<file path="src/rtl/add128_slice_seq.sv">
// ============================================================================
// add128_slice_seq : wide adder sequenced through one external 16-bit slice,
// LSB chunk first, with the carry rippled through a register.   Revision: 1.0
// ============================================================================
`default_nettype none

module add128_slice_seq #(
   parameter int WIDTH = 128,
   parameter int SLICE = 16
) (
   input  logic             clk,
   input  logic             rst_n,
   input  logic             in_valid,
   output logic             in_ready,
   input  logic [WIDTH-1:0] X,
   input  logic [WIDTH-1:0] Y,
   input  logic             Cin,
   output logic [SLICE-1:0] add_x,
   output logic [SLICE-1:0] add_y,
   output logic             add_cin,
   input  logic [SLICE-1:0] add_sum,
   input  logic             add_cout,
   output logic             out_valid,
   input  logic             out_ready,
   output logic [WIDTH-1:0] Sum,
   output logic             Cout
);

   localparam int NSLICE = WIDTH / SLICE;
   localparam int IW     = (NSLICE > 1) ? $clog2(NSLICE) : 1;

   typedef enum logic [1:0] {
      IDLE = 2'd0,
      RUN  = 2'd1,
      DONE = 2'd2
   } state_t;

   state_t                        state_q, state_d;
   logic [IW-1:0]                 idx_q, idx_d;
   logic                          carry_q, carry_d;
   logic [NSLICE-1:0][SLICE-1:0]  xr_q, xr_d;
   logic [NSLICE-1:0][SLICE-1:0]  yr_q, yr_d;
   logic [NSLICE-1:0][SLICE-1:0]  sum_q, sum_d;
   logic                          cout_q, cout_d;
   logic                          last_w;

   assign in_ready  = rst_n && (state_q == IDLE);
   assign out_valid = (state_q == DONE);
   assign Sum       = sum_q;
   assign Cout      = cout_q;
   assign last_w    = (idx_q == IW'(NSLICE - 1));

   always_comb begin
      state_d = state_q;
      idx_d   = idx_q;
      carry_d = carry_q;
      xr_d    = xr_q;
      yr_d    = yr_q;
      sum_d   = sum_q;
      cout_d  = cout_q;
      add_x   = '0;
      add_y   = '0;
      add_cin = 1'b0;
      case (state_q)
         IDLE: begin
            if (in_valid && in_ready) begin
               xr_d    = X;
               yr_d    = Y;
               carry_d = Cin;
               idx_d   = '0;
               state_d = RUN;
            end
         end
         RUN: begin
            // Slice result is combinational, so it is captured on this same edge.
            add_x        = xr_q[idx_q];
            add_y        = yr_q[idx_q];
            add_cin      = carry_q;
            sum_d[idx_q] = add_sum;
            carry_d      = add_cout;
            if (last_w) begin
               cout_d  = add_cout;
               idx_d   = '0;
               state_d = DONE;
            end else begin
               idx_d = idx_q + IW'(1);
            end
         end
         DONE: begin
            if (out_ready) begin
               state_d = IDLE;
            end
         end
         default: state_d = IDLE;
      endcase
   end

   always_ff @(posedge clk) begin
      if (!rst_n) begin
         state_q <= IDLE;
         idx_q   <= '0;
         carry_q <= 1'b0;
         xr_q    <= '0;
         yr_q    <= '0;
         sum_q   <= '0;
         cout_q  <= 1'b0;
      end else begin
         state_q <= state_d;
         idx_q   <= idx_d;
         carry_q <= carry_d;
         xr_q    <= xr_d;
         yr_q    <= yr_d;
         sum_q   <= sum_d;
         cout_q  <= cout_d;
      end
   end

endmodule

`default_nettype wire
</file>
<file path="config.mk">
export PLATFORM = sky130hd
export DESIGN_NAME = add128_slice_seq
export DESIGN_NICKNAME = d
export VERILOG_FILES = /design/src/rtl/add128_slice_seq.sv
export SDC_FILE = /design/constraint.sdc
export NUM_CORES = 1
export LEC_CHECK = 0
export BUFFER_PORTS_ARGS = -buffer_cell sky130_fd_sc_hd__buf_2
export CAP_MARGIN = 20
export CORE_UTILIZATION = 30
export DETAILED_ROUTE_END_ITERATION = 8
export PLACE_DENSITY = 0.57
export REMOVE_ABC_BUFFERS = 1
export SLEW_MARGIN = 20
export SYNTH_ARGS = -nofsm -noshare
export SYNTH_HDL_FRONTEND = slang
export SYNTH_SLANG_ARGS = --single-unit
export TNS_END_PERCENT = 30
</file>
<file path="constraint.sdc">
create_clock -name clk -period 4.95 [get_ports clk]
set_input_delay 0.99 -clock clk [delete_from_list [all_inputs] [get_ports clk]]
set_output_delay 0.99 -clock clk [all_outputs]
set_load 0.05 [all_outputs]
</file>
# --- Yosys cells after proc, flatten, opt, wreduce, memory -nomap -nowiden ---
# Index checks and enable logic that the tools add are counted.
word_totals:
  regBits: 391
  out_inout_bits: 164
classes:
  add_sub_neg: 1
  order_cmp: 2
  eq_ne: 6
  mux: 19
  n_reduce_logical: 9
ops:
  columns: ["operator", "count"]
  rows:
  - ["bitwise mux 128 bit", 1]
  - ["binary-select mux 16 bit (select 3 bit)", 2]
  - ["two-way mux 16 bit", 5]
  - ["demux 16 bit (select 3 bit)", 1]
  - ["two-way mux 2 bit", 3]
  - ["two-way mux 3 bit", 2]
  - ["case mux 2 bit (3 select lines)", 1]
  - ["case mux 3 bit (2 select lines)", 1]
  - ["AND reduction 2 bit", 3]
  - ["< comparator 3 x 4 -> 1 bit (second input constant)", 1]
  - ["!= test 2 x 1 -> 1 bit (second input constant)", 2]
  - ["adder 3 x 1 -> 3 bit (second input constant)", 1]
  - ["equality test 3 bit (second input constant)", 1]
  - ["greater-or-equal comparator 3 x 1 -> 1 bit (second input constant)", 1]
  - ["logical AND 1 bit", 3]
  - ["AND reduction 3 bit", 1]
  - ["equality test 2 x 1 -> 1 bit (second input constant)", 1]
  - ["equality test 2 bit (second input constant)", 1]
  - ["logical NOT 2 bit", 1]
  - ["two-way mux 1 bit", 2]
  - ["!= test 2 bit (second input constant)", 1]
  - ["case mux 1 bit (2 select lines)", 1]
  - ["nonzero test 2 bit", 1]

# --- Depth between registers and ports, before layout ---
# Gate-level depths: netlist of the first run.
logic_depth:
  word_depth: 5
  mapped_depth: 7

# --- Worst setup path before layout of the first run ---
# OpenSTA, ideal clock, no wires.
synth_path:
  path_kind: "in2out"
  start: "input port rst_n"
  end: "output port in_ready"
  t_arrival_ns: 2.113
  required_ns: 3.960
  slack_ns: 1.847
  cell_stages: 4
  path_cell_list: "buf_2 > clkbuf_1 > nand2b_1 > nor2_1"
synth_between:
  elab_chain_cells: 1
synth_rtl:
  columns: ["item", "line_no", "source"]
  rows:
  - ["start: declaration", "12", "input logic rst_n,"]
  - ["logical AND 1 bit", "47", "assign in_ready = rst_n && (state_q == IDLE);"]
  - ["end: declaration", "14", "output logic in_ready,"]
# Every way passes these cells.

# --- Final worst setup path of the first run ---
layout_path:
  start: "register idx_q[0]"
  end: "output port add_y[9]"
layout_between:
  elab_chain_cells: 3
layout_rtl:
  columns: ["item", "line_no", "source"]
  rows:
  - ["start: declaration", "39", "logic [IW-1:0] idx_q, idx_d;"]
  - ["start signal: assignment", "109", "idx_q <= idx_d;"]
  - ["binary-select mux 16 bit (select 3 bit)", "77", "add_y = yr_q[idx_q];"]
  - ["two-way mux 16 bit (not written as such)", "77", null]
  - ["two-way mux 16 bit", "64", "case (state_q)"]
  - ["end: declaration", "19", "output logic [SLICE-1:0] add_y,"]
# Every way passes these cells. The select of a mux whose other input is x is not followed.

==> impl_results.md, run 1 <==
* Synth top area cells: dfxtp_1, a21boi_0, nand2_1
* Synth Flop Type: dfxtp_1
* Clock sinks at 391
* Routed Antenna Nets at 0
* Area Overhead vs Synth at 24.1%
* CTS resizes at 0
* Power Density at 359 nW/um2
* Starting DRC count in detailed routing at 839
* Worst hold path class: reg2reg
* Mapped Avg Cell Area at 8.49 um2
* Slew Limit Fails at 0
* Total CTS buffers at 46
* Highest-count cells in the layout ignoring fill and taps: nand2_1, buf_2, dfxtp_1
* Layout cells sized above 1 at 23.9%
* CTS max path bufs at 3
* Final hold viol count at 0
* Delay-heaviest family, CP: flip-flops
* Pleak at 7.81 nW
* Cell area after layout at 21100 um2
* DPL Wire Length at 37000 um
* Setup ws final at 675 ps
* Top Ports at 442
* Status: finished, final reports clean
* Core area at 55500 um2
* Starting Density at 30.6%
* Synth area leader: dfxtp_1
* Die Y at 240 um
* Vias post-DR at 15500
* Max frequency at 234 MHz
* Most common cell after layout, fill and taps aside: nand2_1
* Wire per inst at 18.3 um
* Total wire length at 57000 um
* Synth cell types at 41
* Die Wd at 240 um
* Share of Yosys cell area claimed by the top area cell type at 46.0%
* Total Nets Final at 2593
* Vias in the first global route at 15100
* Max-Cap Viols at 0
* Die area at 57600 um2
* # fillers at 5831
* Antenna violations before repair at 29
* FFs w/ async S/R, synth at 0%
* Final Wtd Congestion at 0.844
* Global-route wire length before repair at 86400 um
* Hold WS at 452 ps
* Total Neg Setup Slack at 0 ps
* Largest stage delay on the critical path at 900 ps
* Worst Tran Pin Value at 1090 ps
* H-tree levels at 2
* Number of flops mapped to enable cells by yosys at 0
* Final Skew at 24.9 ps
* Minimum clock period at 4270 ps
* Final Cycle Share at 86.4%
* Tot Pwr at 7.57 mW
* Post-Synthesis Cells at 2003
* Root Driver: clkbuf_16
* Cell Chain, Critical Path: nand2_2, o22a_1, a31oi_1, buf_2
* DR pass1 iterations at 5
* Register clock-pin slew on the reported worst setup and hold paths at 60 ps
* Worst EP arrival at 3280 ps
* Post-CTS Setup Bufs at 0
* Worst slew margin at 27.3%
* Area after DPL at 19400 um2
* WP data required at 3960 ps
* Dpl ws at 1250 ps
* Clk Latency, worst-skew pair at 580 ps
* Sequential share of the synthesized area at 46.0%
* RSZ-0062 raised after global routing: no
* Yosys reg bits at 391
* CP Capture Type: primary output
* Synth warn at 0
* Cts hold-fix bufs at 0
* Crit-path slowest cell: dfxtp_1
* Port bufs at 441
* Standard-cell rows at 86
* Vias per cell at 4.99
* Crit Path Max Fanout at 29
* Largest net degree at the start of global routing at 213
* GR Overflow Total at 0
* TritonCTS clock tree: built
* Mapped Area at 17000 um2
* Residual DRC at 0
* Peak supply drop at 0.000235 V
* Startpoint Class: flop
* Buf+Inv Stages, Crit Path at 1
* GRT Overall Usage at 19.1%
* Final setup viols at 0
* CP Class: reg2out
-- per-layer routing --
layer,up-vias,track usage [%],part of all wire [%]
met5,-,0,0.43
met3,128,6.58,8.8
met1,7319,23.6,42
met4,40,5.17,2.1
li1,7527,-,-
met2,511,31.5,46
-- worst reg2reg max path, stage by stage, from the launching register on --
cell and delay [ps]:
dfxtp_1 670, nand4bb_4 620, buf_16 260, buf_4 420, nand2_1 110, a21boi_0 210
-- path summary, 6_finish.rpt --
check | slack, ps | from | cells after the start | to
worst max-delay path | 680 | idx_q[0]$_SDFFE_PN0P_ | 4 | add_y[9]
worst min-delay path | 450 | xr_q[76]$_SDFFE_PN0P_ | 2 | xr_q[76]$_SDFFE_PN0P_
worst max register to register | 2590 | state_q[0]$_SDFFE_PN0P_ | 5 | yr_q[60]$_SDFFE_PN0P_
worst min register to register | 450 | xr_q[76]$_SDFFE_PN0P_ | 2 | xr_q[76]$_SDFFE_PN0P_
-- power by group --
group	leakage (nW)	internal, mW	total (mW)	switching [mW]
registers	3.18	3.25	3.32	0.0710
clock network	0.771	2.16	3.58	1.42
logic	3.86	0.251	0.670	0.418
total	7.81	5.66	7.57	1.91
-- state kept, by name, indices dropped and copies added, names as in the netlist --
signal / flops
Sum: 128
Cout: 1
yr_q: 128
idx_q: 3
state_q: 2
xr_q: 128
carry_q: 1
-- stage by stage --
stage,utilization [%],cells
2_1_floorplan,-,1796
3_3_place_gp,35.0,3012
3_5_place_dp,35.0,3012
4_1_cts,37.9,3093
5_1_grt,37.9,3098
6_report,38.0,3111
-- cell families (layout without fill, tap and decap cells) --
kind of cell / after synthesis / after routing / synth area share (%)
AND/OR/NAND/NOR: 691 / 691 / 17.2
other: 0 / 17 / 0
flip-flops: 391 / 391 / 46.0
multiplexers: 70 / 70 / 4.19
AO/OA/AOI/OAI: 641 / 641 / 26.4
buffers and inverters: 208 / 551 / 6.09
adder cells (fa/ha/maj): 2 / 2 / 0.147
-- cells in the mapped netlist, types with 3 or more instances --
library cell  instances
dfxtp_1             391
a21boi_1             56
buf_4                22
o21ai_0             129
a22oi_1              56
nand3_1             132
o22a_1               30
clkbuf_1            100
nand2_1             518
nand2b_1              6
buf_2                72
nor2b_1               5
and3b_1               4
o22ai_1               4
nor2_1                5
mux2i_1              69
a21boi_0            332
nand3b_1              3
buf_6                11
a31oi_1              30
-- area by class of cell --
class                      instances  area (um2)  share of cell area (%)
antenna                           17        42.5                   0.202
clock buffer                      64        1340                    6.34
clock inverter                    17         263                    1.25
inverter                           1        3.75                  0.0178
multi-input combinational       1404        8180                    38.8
sequential                       391        7830                    37.1
tap                              748         936                    4.43
timing repair buffer             469        2510                    11.9
Note: power is estimated with default switching activity, not from simulation.
==> run 2, diff against run 1 <==
==> constraint.sdc (replaced) <==
create_clock -name clk -period 4.95 [get_ports clk]
set_input_delay 0.2475 -clock clk [delete_from_list [all_inputs] [get_ports clk]]
set_output_delay 0.2475 -clock clk [all_outputs]
set_load 0.05 [all_outputs]
==> impl_results.md, run 2 (synthesis results as in run 1) <==
* Wire per inst at 17.5 um (-4.3%)
* Minimum clock period at 3470 ps (-804 ps)
* Largest stage delay on the critical path at 880 ps (-20 ps)
* Cell area after layout at 23600 um2 (+12%)
* H-tree levels at 2 (unchanged)
* Vias in the first global route at 16600 (+9.5%)
* Die area at 57600 um2 (unchanged)
* TritonCTS clock tree: built
* Antenna violations before repair at 14 (-52%)
* Crit-path slowest cell: dfxtp_1
* Vias post-DR at 16700 (+7.5%)
* CTS max path bufs at 3 (unchanged)
* Max frequency at 288 MHz (+23%)
* Total wire length at 59100 um (+3.7%)
* Largest net degree at the start of global routing at 236 (+11%)
* DRT met1 WL at 25400 um (+5.4%)
* Final Cycle Share at 70.1% (-16 points)
* Die Y at 240 um (unchanged)
* Top routing layer in use: met5
* Most common cell after layout, fill and taps aside: nand2_1
* Area after DPL at 19400 um2 (-0.12%)
* Crit Path Max Fanout at 29 (unchanged)
* CTS resizes at 0 (unchanged)
* Delay-heaviest family, CP: flip-flops
* CP Class: reg2out
* Residual DRC at 0 (unchanged)
* RSZ-0062 raised after global routing: no
* Startpoint Class: flop
* Die Wd at 240 um (unchanged)
* Total Nets Final at 2856 (+10%)
* CP Capture Type: primary output
* Worst slew margin at 31.3% (+4.0 points)
* Port bufs at 441 (unchanged)
* Root Driver: clkbuf_16
* Vias per cell at 4.95 (-0.75%)
* GRT Overall Usage at 19.9% (+0.76 points)
* Status: finished, final reports clean
* DR pass1 iterations at 5 (unchanged)
* Starting Density at 30.6% (unchanged)
* Peak supply drop at 0.000238 V (+1.1%)
* Clk Latency, worst-skew pair at 570 ps (about the same)
* Clock sinks at 391 (unchanged)
* Worst EP arrival at 3220 ps (-60 ps)
* Pleak at 8.85 nW (+13%)
* Met3 wire len at 4050 um (-20%)
* DPL Wire Length at 36500 um (-1.4%)
* Final hold viol count at 0 (unchanged)
* Cell Chain, Critical Path: nand2_2, o22a_1, a31oi_1, buf_2
* Final Skew at 16.7 ps (-8.20 ps)
* Highest-count cells in the layout ignoring fill and taps: nand2_1, buf_2, dfxtp_1
* GR Overflow Total at 0 (unchanged)
* # fillers at 5502 (-5.6%)
* Starting DRC count in detailed routing at 920 (+9.7%)
* Total CTS buffers at 45 (-2.2%)
* Layout cells sized above 1 at 21.3% (-2.6 points)
* Buf+Inv Stages, Crit Path at 1 (unchanged)
* Final setup viols at 0 (unchanged)
* Worst Tran Pin Value at 1030 ps (-59.9 ps)
* Global-route wire length before repair at 91300 um (+5.6%)
* WL met2 at 27800 um (+5.3%)
* Final Wtd Congestion at 0.804 (-4.7%)
* Core area at 55500 um2 (unchanged)
* Slew Limit Fails at 0 (unchanged)
* Area Overhead vs Synth at 38.5%
* WP data required at 4700 ps (+740 ps)
* Tot Pwr at 7.47 mW (-1.3%)
* Standard-cell rows at 86 (unchanged)
* Register clock-pin slew on the reported worst setup and hold paths at 60 ps (about the same)
* Top Ports at 442 (unchanged)
* Worst hold path class: in2reg
* Power Density at 317 nW/um2 (-12%)
* Max-Cap Viols at 0 (unchanged)
* Routed Antenna Nets at 0 (unchanged)
run 2: cell count changes in the layout (fill, tap and decap cells not counted), moves of 2 or more:
cell / previous run / this run
buf_12: 5 / 3
clkinvlp_4: 5 / 2
clkbuf_8: 12 / 8
diode_2: 17 / 11
clkbuf_1: 6 / 12
dlygate4sd3_1: 0 / 265
clkinv_2: 2 / 9
buf_4: 22 / 24
bufinv_16: 5 / 2
run 2: path summary, 6_finish.rpt:
kind / startpoint / to / depth (start not counted) / slack (ps)
setup / recovery: idx_q[0]$_SDFFE_PN0P_ / add_y[9] / 4 / 1480
hold / removal: add_sum[7] / Sum[55]$_SDFFE_PN0P_ / 3 / 50
setup reg to reg: state_q[0]$_SDFFE_PN0P_ / yr_q[10]$_SDFFE_PN0P_ / 4 / 2630
hold reg to reg: xr_q[35]$_SDFFE_PN0P_ / xr_q[35]$_SDFFE_PN0P_ / 2 / 450
run 2: what timing repair did:
item                       4_1_cts  5_1_grt
hold endpoints to repair       272        0
setup endpoints to repair        0        0
hold buffers                   265        0
setup buffers                    0        0
run 2: power breakdown:
group	internal (mW)	leakage (nW)	switching (mW)
registers	3.25	3.18	0.0663
logic	0.384	4.95	0.458
clock network	1.94	0.720	1.37
run 2: through the flow:
stage                     TNS, ps  util [%]  worst slack (ps)  hold slack (ps)  std cells
final                           0      42.4              1480             50.2       3371
after global routing            0      42.4              1320             30.5       3370
after CTS                       0      42.4              1210             2.77       3360
after detailed placement        0      35.0              1840              449       3012
after global placement          0      34.9              1900              441       3012
after floorplan           -512970         -             -2380              376       1796
run 2: final cells by class:
type / count / area (um2) / area share [%]
Inverter: 1 / 3.75 / 0.0159
Clock inverter: 17 / 155 / 0.659
Multi-Input combinational cell: 1404 / 8180 / 34.7
Sequential cell: 391 / 7830 / 33.3
Timing Repair Buffer: 733 / 5110 / 21.7
Tap cell: 748 / 936 / 3.97
Clock buffer: 66 / 1310 / 5.55
Antenna cell: 11 / 27.5 / 0.117
run 2: worst register-to-register path, cell delays in order (launching register included):
cell and delay [ps]:
dfxtp_1 490, and4bb_4 780, buf_4 600, nand2_1 160
a21boi_0 200
run 2: routing by layer:
metal  track usage (%)  up-vias
li1                  -     8043
met1              24.8     7956
met2              33.5      561
met3              4.39      129
met4              7.30        8
met5                 0        -
